<file path="config.mk">
export PLATFORM = sky130hd
export DESIGN_NAME = lsu_ctrl_flat
export DESIGN_NICKNAME = d
export VERILOG_FILES = /design/src/rtl/lsu_ctrl_if.sv /design/src/rtl/lsu_ctrl.sv /design/src/flat_wrapper.sv
export SDC_FILE = /design/constraint.sdc
export NUM_CORES = 1
export LEC_CHECK = 0
export ABC_AREA = 1
export BUFFER_PORTS_ARGS = -buffer_cell sky130_fd_sc_hd__buf_2
export CAP_MARGIN = 10
export CORE_MARGIN = 4
export CORE_UTILIZATION = 55
export DETAILED_ROUTE_END_ITERATION = 16
export GPL_ROUTABILITY_DRIVEN = 0
export GPL_TIMING_DRIVEN = 0
export PLACE_DENSITY = 0.85
export SYNTH_ARGS = -nofsm -noshare
export SYNTH_HDL_FRONTEND = slang
export SYNTH_SLANG_ARGS = --single-unit
</file>
<file path="constraint.sdc">
create_clock -name clk -period 4.6 [get_ports clk]
set_clock_uncertainty 0.2 [all_clocks]
set_input_delay 0.69 -clock clk [delete_from_list [all_inputs] [get_ports clk]]
set_output_delay 0.69 -clock clk [all_outputs]
set_load 0.01 [all_outputs]
</file>
<file path="src/rtl/lsu_ctrl_if.sv">
// Data-memory bus between the load/store sequencer (master) and the memory port (slave).
// Requests use a req/ack handshake, and read data is valid in the cycle memAck is high.
interface lsu_ctrl_if;
  logic        memReq;
  logic        memWe;
  logic [31:0] memAddr;
  logic [3:0]  memBe;
  logic [31:0] memWdata;
  logic [31:0] memRdata;
  logic        memAck;

  modport master (
    output memReq, memWe, memAddr, memBe, memWdata,
    input  memRdata, memAck
  );

  modport slave (
    input  memReq, memWe, memAddr, memBe, memWdata,
    output memRdata, memAck
  );
endinterface

</file>
<file path="src/rtl/lsu_ctrl.sv">
// Load/store sequencer: checks alignment, runs one req/ack bus access with a timeout,
// and extends load data into a held result.
module lsu_ctrl #(
  parameter int TIMEOUT_CYCLES = 255
) (
  input  logic              clk,
  input  logic              reset,
  input  logic              start,
  input  logic              isStore,
  input  logic [2:0]        memSelect,
  input  logic [31:0]       addr,
  input  logic [31:0]       wdata,
  output logic              busy,
  output logic              done,
  output logic [31:0]       rdata,
  output logic              alignErr,
  output logic              busErr,
  lsu_ctrl_if.master        mem
);

  localparam logic [1:0] IDLE   = 2'd0;
  localparam logic [1:0] ACCESS = 2'd1;
  localparam logic [1:0] ERR    = 2'd2;
  localparam logic [1:0] DONE   = 2'd3;

  localparam int CW = (TIMEOUT_CYCLES < 2) ? 1 : $clog2(TIMEOUT_CYCLES);
  localparam logic [CW-1:0] LAST_COUNT = CW'(TIMEOUT_CYCLES - 1);

  logic [1:0]    state;
  logic [CW-1:0] count;
  logic          store_q;
  logic [2:0]    sel_q;
  logic [1:0]    lane_q;

  logic          is_byte;
  logic          is_half;
  logic          misaligned;
  logic [3:0]    be_next;
  logic [31:0]   wdata_next;
  logic [7:0]    byte_lane;
  logic [15:0]   half_lane;
  logic [31:0]   load_val;

  assign busy = (state == IDLE && start) || state == ACCESS || state == ERR;

  // Size code 3 falls through to word handling everywhere.
  always_comb begin
    is_byte    = memSelect[1:0] == 2'd0;
    is_half    = memSelect[1:0] == 2'd1;
    misaligned = (is_half && addr[0]) || (!is_byte && !is_half && addr[1:0] != 2'b00);
    be_next    = 4'b1111;
    wdata_next = wdata;
    if (is_byte) begin
      be_next    = 4'b0001 << addr[1:0];
      wdata_next = {4{wdata[7:0]}};
    end else if (is_half) begin
      be_next    = addr[1] ? 4'b1100 : 4'b0011;
      wdata_next = {2{wdata[15:0]}};
    end
  end

  // Lane choice follows the latched address, independent of which enables were driven.
  always_comb begin
    case (lane_q)
      2'd0:    byte_lane = mem.memRdata[7:0];
      2'd1:    byte_lane = mem.memRdata[15:8];
      2'd2:    byte_lane = mem.memRdata[23:16];
      default: byte_lane = mem.memRdata[31:24];
    endcase
    half_lane = lane_q[1] ? mem.memRdata[31:16] : mem.memRdata[15:0];
    case (sel_q[1:0])
      2'd0:    load_val = sel_q[2] ? {{24{byte_lane[7]}}, byte_lane} : {24'b0, byte_lane};
      2'd1:    load_val = sel_q[2] ? {{16{half_lane[15]}}, half_lane} : {16'b0, half_lane};
      default: load_val = mem.memRdata;
    endcase
  end

  always_ff @(posedge clk) begin
    if (reset) begin
      state        <= IDLE;
      count        <= '0;
      store_q      <= 1'b0;
      sel_q        <= 3'b000;
      lane_q       <= 2'b00;
      done         <= 1'b0;
      alignErr     <= 1'b0;
      busErr       <= 1'b0;
      rdata        <= 32'b0;
      mem.memReq   <= 1'b0;
      mem.memWe    <= 1'b0;
      mem.memAddr  <= 32'b0;
      mem.memBe    <= 4'b0;
      mem.memWdata <= 32'b0;
    end else begin
      done     <= 1'b0;
      alignErr <= 1'b0;
      busErr   <= 1'b0;
      case (state)
        IDLE: begin
          if (start) begin
            store_q <= isStore;
            sel_q   <= memSelect;
            lane_q  <= addr[1:0];
            count   <= '0;
            if (misaligned) begin
              state <= ERR;
            end else begin
              state        <= ACCESS;
              mem.memReq   <= 1'b1;
              mem.memWe    <= isStore;
              mem.memAddr  <= {addr[31:2], 2'b00};
              mem.memBe    <= be_next;
              mem.memWdata <= wdata_next;
            end
          end
        end
        ACCESS: begin
          // An ack in the final allowed cycle still completes normally.
          if (mem.memAck || count == LAST_COUNT) begin
            state        <= DONE;
            done         <= 1'b1;
            busErr       <= !mem.memAck;
            mem.memReq   <= 1'b0;
            mem.memWe    <= 1'b0;
            mem.memAddr  <= 32'b0;
            mem.memBe    <= 4'b0;
            mem.memWdata <= 32'b0;
            if (mem.memAck && !store_q) begin
              rdata <= load_val;
            end
          end else begin
            count <= count + 1'b1;
          end
        end
        ERR: begin
          state    <= DONE;
          done     <= 1'b1;
          alignErr <= 1'b1;
        end
        default: begin
          state <= IDLE;
        end
      endcase
    end
  end

endmodule
</file>
<file path="src/flat_wrapper.sv">
// flat-port wrapper written by rule: the top's interface ports become plain ports
module lsu_ctrl_flat 
#(
  parameter int TIMEOUT_CYCLES = 255
)
  (clk, reset, start, isStore, memSelect, addr, wdata, busy, done, rdata, alignErr, busErr, mem_memReq, mem_memWe, mem_memAddr, mem_memBe, mem_memWdata, mem_memRdata, mem_memAck);
  lsu_ctrl_if mem_i ();
  input  logic clk;
  input  logic reset;
  input  logic start;
  input  logic isStore;
  input  logic [2:0] memSelect;
  input  logic [31:0] addr;
  input  logic [31:0] wdata;
  output logic busy;
  output logic done;
  output logic [31:0] rdata;
  output logic alignErr;
  output logic busErr;
  output wire logic [$bits(mem_i.memReq)-1:0] mem_memReq;
  output wire logic [$bits(mem_i.memWe)-1:0] mem_memWe;
  output wire logic [$bits(mem_i.memAddr)-1:0] mem_memAddr;
  output wire logic [$bits(mem_i.memBe)-1:0] mem_memBe;
  output wire logic [$bits(mem_i.memWdata)-1:0] mem_memWdata;
  input wire logic [$bits(mem_i.memRdata)-1:0] mem_memRdata;
  input wire logic [$bits(mem_i.memAck)-1:0] mem_memAck;
  assign mem_memReq = mem_i.memReq;
  assign mem_memWe = mem_i.memWe;
  assign mem_memAddr = mem_i.memAddr;
  assign mem_memBe = mem_i.memBe;
  assign mem_memWdata = mem_i.memWdata;
  assign mem_i.memRdata = mem_memRdata;
  assign mem_i.memAck = mem_memAck;
  lsu_ctrl #(.TIMEOUT_CYCLES(TIMEOUT_CYCLES)) u_core (.clk(clk), .reset(reset), .start(start), .isStore(isStore), .memSelect(memSelect), .addr(addr), .wdata(wdata), .busy(busy), .done(done), .rdata(rdata), .alignErr(alignErr), .busErr(busErr), .mem(mem_i));
endmodule
</file>
==> results_dict.tcl <==
set metrics [dict create \
    drt_iter0_markers 1095 \
    relSlewSlack_pct 56.9 \
    synth_cell_types 32 \
    multiInputGateArea_sq_mm 0.00309 \
    grt_pass1_wl_um 33100 \
    wl_um 21500 \
    syn_area_per_cell_sq_um 6.59 \
    yosys_warnings 0 \
    fillers 912 \
    cts_buffers 17 \
    drtPass1Iterations 6 \
    grt_pass1_vias 6667 \
    hp-class "reg -> reg" \
    place_hpwl_um 15300 \
    synthArstFlopShare_pct 0 \
    cts_hold_buf 0 \
    startpoint "u_core.state[1]" \
    final_cells 1317 \
    synth.yosys.seq_area_share_pct 38.5 \
    maxSlewViolCount 0 \
    clk_pin_slew_ps 50 \
    crit_fanout 10 \
    route.detailed.drc 0 \
    antenna_left 0 \
    synth_flop_cell "dfxtp_1" \
    top_layer "met4" \
    wl_met3_um 2180 \
    tightest_slew_ps 647 \
    hold_violations 0 \
    max_stage_delay_ps 410 \
    start_util_pct 56.5 \
    final_area_sq_mm 0.00801 \
    powerDensity_mw_per_mm2 634 \
    die_y_um 114 \
    htree_levels 4 \
    endpoint_kind "output pin" \
    clock_sinks 119 \
    io_buffers 207 \
    cts_buffer_depth 2 \
    row_count 38 \
    register_area_sq_mm 0.00238 \
    avgRoutedWirePerCell_um 16.3 \
    pre_cts_slack_ps 1920 \
    cp_cell_sequence "inv_1 > ha_1 > buf_4 > inv_2 > buf_2 > buf_1 > nand3_1 > buf_2" \
    cp.required_ps 3710 \
    worstHoldStart "u_core.mem.memAddr[23]" \
    grt_overflow 0 \
    fin_tns_setup_ps 0 \
    via_per_inst 5.63 \
    cts_root_buf "clkbuf_16" \
    cp.arrival_ps 2260 \
    place_area_sq_mm 0.00740 \
    fmax_ghz 0.318 \
    wl_met1_um 8620 \
    dieArea_sq_mm 0.0130 \
    cts_tree "built" \
    grt_usage_pct 31.8 \
    worstSkewPairLatency_ps 420 \
    syn_area_sq_mm 0.00618 \
    r2r-start "u_core.state[0]" \
    min_period_over_period_pct 68.4 \
    setup_ws_ps 1450 \
    dp.cells 1286 \
    ios 210 \
    antenna_found_initial 1 \
    area.growth.synth_to_final_pct 29.5 \
    fin_crit_ps 3150 \
    ir_drop_uv 378 \
    crit_slowest_cell "buf_1" \
    die_w_um 114 \
    ys_seq_elements 119 \
    rsz0062_at_grt "no" \
    cts_post_setup_buffers_inserted 0 \
    path_common_cell "buf_2" \
    wl_met2_um 9830 \
    grt_max_degree 17 \
    drive_gt1_share_pct 24.6 \
    start_kind "register" \
    finalSetupViolations 0 \
    postCtsResizedCells 0 \
    leakage_nw 4.02 \
    maxCapViolCount 0 \
    outcome "complete, no violations" \
    vias 7409 \
    worst-setup-path-type "reg -> out" \
    core-area_sq_mm 0.0109 \
    nets 1275 \
    synth_edf_count 0 \
    synth_cells 938 \
]
-- per-layer routing --
metal | global-route usage, % | vias up
met3 | 6.79 | 75
met2 | 51.1 | 478
met4 | 14.3 | 0
li1 | - | 3530
met5 | 0 | -
met1 | 41.2 | 3326
-- cells by family after synthesis --
logic type,count (synthesis),synth area share [%]
AOI/OAI and AO/OA,190,16.0
xor gates and xnor gates,2,0.283
other,1,0.0606
DFF,119,38.5
and+or+nand+nor,452,32.3
adders and majority gates,6,1.21
buffers and inverters,168,11.6
-- power by group --
part | switching, mW | internal [mW]
Sequential | 0.155 | 1.30
Combinational | 1.48 | 0.762
Clock | 0.474 | 0.901
Total | 2.11 | 2.97
-- placed cells by master, fill, tap and decap left out, types with 7 or more instances in the layout --
| cell type | instances |
|---|---|
| clkbuf_1 | 35 |
| nand2_1 | 209 |
| buf_4 | 9 |
| nand4_1 | 70 |
| buf_2 | 225 |
| inv_1 | 93 |
| nor2_1 | 106 |
| o21ai_0 | 35 |
| a21oi_1 | 133 |
| dfxtp_1 | 119 |
| o21ai_1 | 7 |
| clkbuf_16 | 17 |
| or2_2 | 10 |
| nand3_1 | 47 |
-- cell usage after synthesis (2+ instances only) --
cell type,count,area share [%]
nand3_1,47,3.8
buf_1,6,0.36
buf_4,9,1.1
a31oi_1,3,0.30
nand2_1,209,13
buf_2,18,1.5
clkbuf_1,34,2.1
o21bai_1,2,0.24
nand2_2,3,0.30
a21oi_1,133,11
o211ai_1,6,0.73
inv_2,4,0.24
nor2_1,106,6.4
dfxtp_1,119,39
nand4_1,70,7.1
inv_1,93,5.6
ha_1,6,1.2
buf_6,4,0.73
nand3_2,3,0.49
o21ai_1,7,0.57
nor3_1,2,0.16
o21ai_0,35,2.8
or2_2,10,1.0
-- stage by stage --
step	hold slack [ps]	total power [mW]	util (%)
detailed placement	249	3.63	67.7
floorplan	272	2.91	-
CTS	257	5.02	73.2
finish	255	5.07	73.2
global placement	246	3.59	67.7
global route	279	5.36	73.2
-- flip-flops by register name (all words and copies together), names as in the netlist --
name / cells
u_core.mem.memWdata: 32
u_core.state: 2
u_core.lane_q: 2
u_core.rdata: 32
u_core.mem.memAddr: 30
u_core.store_q: 1
u_core.count: 8
u_core.mem.memBe: 4
u_core.sel_q: 3
u_core.mem.memWe: 1
u_core.mem.memReq: 1
u_core.alignErr: 1
u_core.busErr: 1
u_core.done: 1
-- area by class of cell --
class / count / area share [%]
Antenna cell: 1 / 0.0313
Buffer: 71 / 4.41
Clock buffer: 22 / 6.05
Clock inverter: 8 / 1.52
Inverter: 97 / 4.55
Multi-Input combinational cell: 652 / 38.6
Sequential cell: 119 / 29.8
Tap cell: 140 / 2.19
Timing Repair Buffer: 207 / 12.9
-- worst max-delay path, delay by kind of cell, from the launching register on --
kind	cells	cell delay [ps]
adder cells (fa/ha/maj)	1	180
AND/OR/NAND/NOR	1	160
buffers and inverters	6	1140
flip-flops	1	370
-- final timing paths --
check	end	slack (ps)	cells past startpoint
min	u_core.mem.memAddr[23]	260	2
max reg2reg	u_core.mem.memWdata[4]	2250	8
min reg2reg	u_core.mem.memAddr[23]	260	2
max	busy	1450	8
Power figures use the tool's default switching activity.
